===== config.mk =====
export PLATFORM = sky130hd
export DESIGN_NAME = bg_scroll_tile_pipe
export DESIGN_NICKNAME = d
export VERILOG_FILES = /design/src/rtl/bg_draw_pkg.sv /design/src/rtl/bg_frame_sync.sv /design/src/rtl/bg_scroll_tile_pipe.sv
export SDC_FILE = /design/constraint.sdc
export NUM_CORES = 1
export LEC_CHECK = 0
export CAP_MARGIN = 20
export CORE_UTILIZATION = 25
export CTS_BUF_LIST = sky130_fd_sc_hd__clkbuf_2
export CTS_CLUSTER_SIZE = 14
export DETAILED_ROUTE_END_ITERATION = 6
export SYNTH_ARGS = -nofsm -noshare
export SYNTH_HDL_FRONTEND = slang
export SYNTH_SLANG_ARGS = --single-unit

===== constraint.sdc =====
create_clock -name clk -period 9 [get_ports clk]
set_clock_uncertainty 0.1 [all_clocks]
set_input_delay 1.8 -clock clk [delete_from_list [all_inputs] [get_ports clk]]
set_output_delay 1.8 -clock clk [all_outputs]
set_load 0.01 [all_outputs]

===== src/rtl/bg_draw_pkg.sv =====
// bg_draw_pkg: shared scroll modes, pipeline latency and default map geometry for the background renderer
package bg_draw_pkg;
  typedef enum logic {MODE_MANUAL = 1'b0, MODE_AUTO = 1'b1} scroll_mode_e;
  localparam int PIPE_LAT = 4;
  localparam int DEF_TILE_W = 8;
  localparam int DEF_MAP_COLS = 32;
  localparam int DEF_MAP_ROWS = 64;
  localparam int DEF_SX_W = $clog2(DEF_MAP_COLS * DEF_TILE_W);
  localparam int DEF_SY_W = $clog2(DEF_MAP_ROWS * DEF_TILE_W);
  localparam int DEF_NT_AW = $clog2(DEF_MAP_COLS * DEF_MAP_ROWS);
  localparam int DEF_AT_AW = $clog2(DEF_MAP_COLS * DEF_MAP_ROWS / 4);
endpackage


===== src/rtl/bg_frame_sync.sv =====
// bg_frame_sync: end-of-window frame strobe, shadow/active scroll registers and auto-scroll stepping
module bg_frame_sync
  import bg_draw_pkg::*;
#(
  parameter int COORD_W = 10,
  parameter int START_X = 0,
  parameter int START_Y = 0,
  parameter int WIN_W = 256,
  parameter int WIN_H = 240,
  parameter int SX_W = 8,
  parameter int SY_W = 9
) (
  input  logic               clk,
  input  logic               rst,
  input  logic [COORD_W-1:0] vga_pos_x,
  input  logic [COORD_W-1:0] vga_pos_y,
  input  logic               cfg_wr,
  input  logic               cfg_mode,
  input  logic [SX_W-1:0]    cfg_scroll_x,
  input  logic [SY_W-1:0]    cfg_scroll_y,
  input  logic [7:0]         cfg_auto_div,
  input  logic               cfg_pause,
  output logic               frame_strobe,
  output logic               cfg_pending,
  output logic [SX_W-1:0]    scroll_x_cur,
  output logic [SY_W-1:0]    scroll_y_cur
);
  localparam logic [COORD_W-1:0] END_X = COORD_W'(START_X + WIN_W - 1);
  localparam logic [COORD_W-1:0] END_Y = COORD_W'(START_Y + WIN_H - 1);
  logic [COORD_W-1:0] px_q, py_q;
  logic flag_q, flag_qq;
  scroll_mode_e sh_mode, act_mode;
  logic [SX_W-1:0] sh_sx;
  logic [SY_W-1:0] sh_sy;
  logic [7:0] sh_div, act_div, frame_cnt;
  logic [8:0] cnt_inc;
  logic step;
  always_comb begin
    cnt_inc = {1'b0, frame_cnt} + 9'd1;
    step = cnt_inc >= {1'b0, (act_div == 8'd0) ? 8'd1 : act_div};
  end
  always_ff @(posedge clk or posedge rst) begin
    if (rst) begin
      px_q <= '0;
      py_q <= '0;
      flag_q <= 1'b0;
      flag_qq <= 1'b0;
      frame_strobe <= 1'b0;
    end else begin
      px_q <= vga_pos_x;
      py_q <= vga_pos_y;
      flag_q <= (px_q == END_X) && (py_q == END_Y);
      flag_qq <= flag_q;
      frame_strobe <= flag_q & ~flag_qq;
    end
  end
  // a write landing on the strobe bypasses the shadow and takes effect this frame
  always_ff @(posedge clk or posedge rst) begin
    if (rst) begin
      sh_mode <= MODE_MANUAL;
      sh_sx <= '0;
      sh_sy <= '0;
      sh_div <= '0;
      act_mode <= MODE_MANUAL;
      scroll_x_cur <= '0;
      scroll_y_cur <= '0;
      act_div <= '0;
      frame_cnt <= '0;
      cfg_pending <= 1'b0;
    end else begin
      if (cfg_wr) begin
        sh_mode <= scroll_mode_e'(cfg_mode);
        sh_sx <= cfg_scroll_x;
        sh_sy <= cfg_scroll_y;
        sh_div <= cfg_auto_div;
      end
      if (frame_strobe && cfg_wr) begin
        act_mode <= scroll_mode_e'(cfg_mode);
        scroll_x_cur <= cfg_scroll_x;
        scroll_y_cur <= cfg_scroll_y;
        act_div <= cfg_auto_div;
        frame_cnt <= '0;
        cfg_pending <= 1'b0;
      end else if (frame_strobe && cfg_pending) begin
        act_mode <= sh_mode;
        scroll_x_cur <= sh_sx;
        scroll_y_cur <= sh_sy;
        act_div <= sh_div;
        frame_cnt <= '0;
        cfg_pending <= 1'b0;
      end else begin
        if (cfg_wr) cfg_pending <= 1'b1;
        if (frame_strobe && act_mode == MODE_AUTO && !cfg_pause) begin
          frame_cnt <= step ? 8'd0 : cnt_inc[7:0];
          if (step) scroll_y_cur <= scroll_y_cur - 1'b1;
        end
      end
    end
  end
endmodule


===== src/rtl/bg_scroll_tile_pipe.sv =====
// bg_scroll_tile_pipe: scrolled nametable/attribute/pattern fetch pipeline, one background pixel per clk.
// Define BG_HFLIP_EN to let attr_data[PAL_W] mirror a tile horizontally.
module bg_scroll_tile_pipe
  import bg_draw_pkg::*;
#(
  parameter int COORD_W = 10,
  parameter int START_X = 0,
  parameter int START_Y = 0,
  parameter int WIN_W = 256,
  parameter int WIN_H = 240,
  parameter int TILE_W = 8,
  parameter int MAP_COLS = 32,
  parameter int MAP_ROWS = 64,
  parameter int TILE_IDX_W = 8,
  parameter int PIX_W = 2,
  parameter int PAL_W = 2,
  localparam int SX_W = $clog2(MAP_COLS * TILE_W),
  localparam int SY_W = $clog2(MAP_ROWS * TILE_W),
  localparam int NT_AW = $clog2(MAP_COLS * MAP_ROWS),
  localparam int AT_AW = $clog2(MAP_COLS * MAP_ROWS / 4),
  localparam int FY_W = $clog2(TILE_W),
  localparam int ROW_W = TILE_W * PIX_W
) (
  input  logic                   clk,
  input  logic                   rst,
  input  logic [COORD_W-1:0]     vga_pos_x,
  input  logic [COORD_W-1:0]     vga_pos_y,
  input  logic                   cfg_wr,
  input  logic                   cfg_mode,
  input  logic [SX_W-1:0]        cfg_scroll_x,
  input  logic [SY_W-1:0]        cfg_scroll_y,
  input  logic [7:0]             cfg_auto_div,
  input  logic                   cfg_pause,
  output logic                   cfg_pending,
  output logic                   frame_strobe,
  output logic [SY_W-1:0]        scroll_y_cur,
  output logic [NT_AW-1:0]       nt_addr,
  input  logic [TILE_IDX_W-1:0]  nt_data,
  output logic [AT_AW-1:0]       attr_addr,
  input  logic [PAL_W:0]         attr_data,
  output logic [TILE_IDX_W+FY_W-1:0] pat_addr,
  input  logic [ROW_W-1:0]       pat_data,
  output logic [PAL_W+PIX_W-1:0] pix_out,
  output logic                   pix_valid
);
  localparam logic [COORD_W:0] WW = (COORD_W + 1)'(WIN_W);
  localparam logic [COORD_W:0] WH = (COORD_W + 1)'(WIN_H);
  logic [SX_W-1:0] scroll_x_cur, mx_q;
  logic [SY_W-1:0] my_q;
  logic [COORD_W-1:0] rel_x, rel_y;
  logic [FY_W-1:0] fx1, fy1, fx2, fx_sel;
  logic [PAL_W-1:0] pal2;
  logic [ROW_W-1:0] row_sh;
  logic win0, win1, win2;
  bg_frame_sync #(
    .COORD_W(COORD_W), .START_X(START_X), .START_Y(START_Y), .WIN_W(WIN_W), .WIN_H(WIN_H),
    .SX_W(SX_W), .SY_W(SY_W)
  ) u_sync (
    .clk(clk), .rst(rst), .vga_pos_x(vga_pos_x), .vga_pos_y(vga_pos_y),
    .cfg_wr(cfg_wr), .cfg_mode(cfg_mode), .cfg_scroll_x(cfg_scroll_x), .cfg_scroll_y(cfg_scroll_y),
    .cfg_auto_div(cfg_auto_div), .cfg_pause(cfg_pause), .frame_strobe(frame_strobe),
    .cfg_pending(cfg_pending), .scroll_x_cur(scroll_x_cur), .scroll_y_cur(scroll_y_cur)
  );
  // map sizes are powers of 2, so row*COLS+col is a plain concatenation
  always_comb begin
    rel_x = vga_pos_x - COORD_W'(START_X);
    rel_y = vga_pos_y - COORD_W'(START_Y);
    nt_addr = {my_q[SY_W-1:FY_W], mx_q[SX_W-1:FY_W]};
    attr_addr = {my_q[SY_W-1:FY_W+1], mx_q[SX_W-1:FY_W+1]};
    pat_addr = {nt_data, fy1};
    row_sh = pat_data << (fx2 * PIX_W);
  end
`ifdef BG_HFLIP_EN
  assign fx_sel = attr_data[PAL_W] ? ~fx1 : fx1;
`else
  logic unused_hflip;
  assign unused_hflip = attr_data[PAL_W];
  assign fx_sel = fx1;
`endif
  always_ff @(posedge clk or posedge rst) begin
    if (rst) begin
      mx_q <= '0;
      my_q <= '0;
      win0 <= 1'b0;
      fx1 <= '0;
      fy1 <= '0;
      win1 <= 1'b0;
      fx2 <= '0;
      pal2 <= '0;
      win2 <= 1'b0;
      pix_out <= '0;
      pix_valid <= 1'b0;
    end else begin
      mx_q <= rel_x[SX_W-1:0] + scroll_x_cur;
      my_q <= rel_y[SY_W-1:0] + scroll_y_cur;
      win0 <= ({1'b0, rel_x} < WW) && ({1'b0, rel_y} < WH);
      fx1 <= mx_q[FY_W-1:0];
      fy1 <= my_q[FY_W-1:0];
      win1 <= win0;
      fx2 <= fx_sel;
      pal2 <= attr_data[PAL_W-1:0];
      win2 <= win1;
      pix_out <= win2 ? {pal2, row_sh[ROW_W-1 -: PIX_W]} : '0;
      pix_valid <= win2;
    end
  end
endmodule


==> implementation parameters <==
Parameter                              Value

Floorplanning
  Number of standard-cell rows in the floorplan    54
  Die Width    151 um
  Die area    0.0229 mm^2
  Floorplan Core Area    about 0.022 mm^2
  Starting Density    25.5%
  Die Span Y    151 um
  Top-level I/O count    124

Setup path
  Worst EP arrival    1.98 ns
  Critical path buffers and inverters    1
  Required time at the worst-slack endpoint    around 7.1 ns
  Crit-path leading delay family    flip-flops
  Startpoint type of the worst setup path    register
  CP Capture Type    output pin
  Category of the critical setup timing path    reg -> out
  Worst path cell trace    clkdlybuf4s50_1
  Stage delay of the slowest cell on the critical path    0.68 ns
  Critical-path top delay cell    dfrtp_1
  Crit-path max FO    13

Power
  Pwr per Cell Area    152 mW/mm^2
  Standby leakage power    3.04 nW
  Worst ir drop on vdd    0.0726 mV

Routing
  Post-DR wirelength/cell    13.7 um
  Mean number of vias per cell    4.38
  Final wirelength    12000 um
  Via total after detailed routing    3840
  Detail Route Antenna Nets    0
  DRC errors left    0
  Number of violations reported at the end of detailed-routing iteration 0    95
  Number of optimization iterations in the first detailed-route pass    4

STA
  Slew HR    42.7%
  Period utilisation layout    43.2%
  Total negative slack    0 ns
  Unrepaired setup endpoints after global routing    false
  Max Transition Viols Final    0
  Time the worst path needs with I/O delays and setup    roughly 4 ns
  Worst-margin pin slew    0.860 ns
  Peak Freq    257 MHz
  # setup viols final    0
  Final hold violations    0

Clock network
  Clock tree from TritonCTS    built
  Clock sink total    120
  CTS H-tree lvls    4
  Clock transition at the registers of the reported paths    0.18 ns
  CTS Hold Buffers Added    0
  Number of instances resized during post-cts repair    0
  CTS Root Cell    clkbuf_2
  Number of clock buffers inserted by TritonCTS    17
  Maximum clock insertion buffer count    2
  Post-CTS setup repair buffer count    0
  Worst skew pair latency    0.68 ns

Synth
  Number of warnings reported in the yosys synthesis log    0
  Syn Inst Count    roughly 500
  Flops & latches, synth    120
  Avg Synthesized Cell Area    11.2 um^2
  Synthesized netlist net count    602
  Share of the yosys chip area belonging to registers    54.0%
  Compound-Gate Fraction of Synth Area    a little under a tenth
  Dominant combinational cell family by area after synthesis    simple AND/OR/NAND/NOR gates
  Proportion of register bits with asynchronous set or reset after synthesis    100%
  Share of synthesized cell area in full adder, half adder and majority cells    6.34%
  Number of distinct library cells after synthesis    50
  Post-synthesis instance area    between 0.005 and 0.006 mm^2
  Post-synth EDFFs    0
  Share of synthesized area spent on multiplexers    ~7.4%
  Parity-gate share of the synthesized area counting xor and xnor cells    3.78%
  Primary flip-flop cell chosen by synthesis mapping    dfrtp_1
  Post-synthesis simple-gate area fraction    roughly an eighth

Global routing
  Global route overflow    0
  Maximum number of pins on one net before global-route repair    67
  Global routing usage summed across all routing layers    a little under an eighth
  Vias in the first global route    roughly 3800
  Antenna violations before repair    1
  Global-route wire length before repair    19600 um

Finish
  Layout area overhead    25.8%
  Combined area of the multi-input logic cells    0.00221 mm^2
  Proportion of layout cells with a drive suffix above 1    12.4%
  Flip-flop and latch area    0.00300 mm^2
  Filler cell count    between 2000 and 2500
  Most frequent cells in the layout    120 x dfrtp_1, 106 x clkdlybuf4s50_1, 59 x nand2_1
  Most common cell after layout, fill and taps aside    dfrtp_1
  Final nets    687
  Antenna cells    0
  Share of the core filled with cells in the final layout    32.1%

Min path
  Class of the tightest hold or removal check    reg -> reg

Placement
  Placer congestion estimate    between 0.7 and 0.8
  Count of input and output buffers    106
  Dpl hpwl    between 8000 and 9000 um

Status
  Outcome    completed

Job
  Number of violations of the max-capacitance limit    0
==> path summary, 6_finish.rpt <==
path,startpoint,endpoint,slack [ns],depth (start not counted)
setup / recovery,u_sync.frame_strobe$_DFF_PP0_,frame_strobe,5.12,1
hold / removal,fx1[0]$_DFF_PP0_,fx2[0]$_DFF_PP0_,0.27,0
setup reg to reg,u_sync.frame_cnt[2]$_DFFE_PP0P_,u_sync.frame_cnt[2]$_DFFE_PP0P_,6.02,11
hold reg to reg,fx1[0]$_DFF_PP0_,fx2[0]$_DFF_PP0_,0.27,0
max in group asynchronous,rst,u_sync.act_div[4]$_DFFE_PP0N_,6.05,3
min in group asynchronous,rst,pix_valid$_DFF_PP0_,1.46,2
==> power breakdown <==
| part | switching, mW | internal [mW] | leakage (nW) |
|---|---|---|---|
| clock network | 0.204 | 0.183 | 0.154 |
| logic | 0.0410 | 0.0609 | 1.42 |
| registers | 0.00966 | 0.564 | 1.47 |
| total | 0.255 | 0.808 | 3.04 |
==> cell type report <==
class / count / area share [%]
Clock inverter: 13 / 2.54
Multi-Input combinational cell: 314 / 31.5
Sequential cell: 120 / 42.9
Tap cell: 280 / 5.01
Inverter: 21 / 1.16
Clock buffer: 19 / 1.36
Timing Repair Buffer: 109 / 15.5
==> cells by family (layout without fill, tap and decap cells) <==
| kind of cell | count (synthesis) | count (layout) |
|---|---|---|
| fa+ha+maj | 27 | 27 |
| mux | 33 | 33 |
| compound gates | 82 | 82 |
| simple gates | 148 | 148 |
| xor+xnor | 24 | 24 |
| flops | 120 | 120 |
| buf+inv | 64 | 162 |
==> Yosys cell counts, drive strengths merged, types with 2 or more instances <==
master,number,area [um^2]
buf,35,244
o22ai,5,31.3
or4,2,15.0
nand4,4,25.0
a31oi,13,81.3
xor2,5,43.8
inv,21,78.8
nor3,7,40.0
fa,2,40.0
nand2b,3,26.3
nand3,14,70.1
dfrtp,120,3000
mux2i,2,20.0
mux2,27,304
nor2,36,135
a211oi,2,15.0
and2,4,25.0
mux4,4,90.1
nand4b,2,17.5
ha,25,313
nor2b,9,58.8
a22oi,3,22.5
o211ai,2,15.0
nor4,4,25.0
a21o,7,52.6
a21oi,24,131
o21ai,18,90.1
xnor2,19,166
nand2,59,221
clkbuf,8,31.3
==> metrics by stage <==
| stage | instances | instance area (um^2) | total power, mW | worst slack, ns | hold WS, ns |
|---|---|---|---|---|---|
| after global placement | 844 | 6720 | 0.687 | 4.68 | 0.233 |
| after global routing | 876 | 7000 | 1.12 | 4.91 | 0.275 |
| after detailed placement | 844 | 6720 | 0.689 | 4.67 | 0.235 |
| final | 876 | 7000 | 1.06 | 5.12 | 0.268 |
| after floorplan | 498 | 5560 | 0.640 | 3.91 | 0.231 |
| after CTS | 876 | 7000 | 1.09 | 5.00 | 0.270 |
==> metal layers <==
layer | vias up | global-route usage, % | share of wire [%]
met5 | - | 0 | 0.11
met4 | 2 | 4.15 | 1.5
met3 | 23 | 4.73 | 7.2
met2 | 100 | 17.9 | 46
met1 | 1840 | 14.2 | 45
li1 | 1875 | - | -
==> flip-flops by register name, indices dropped and copies added, names as in the netlist, 9 cells and up <==
register	count
u_sync.sh_sy	9
u_sync.scroll_y_cur	9
u_sync.py_q	10
u_sync.px_q	10
my_q	9
Power figures use the tool's default switching activity.
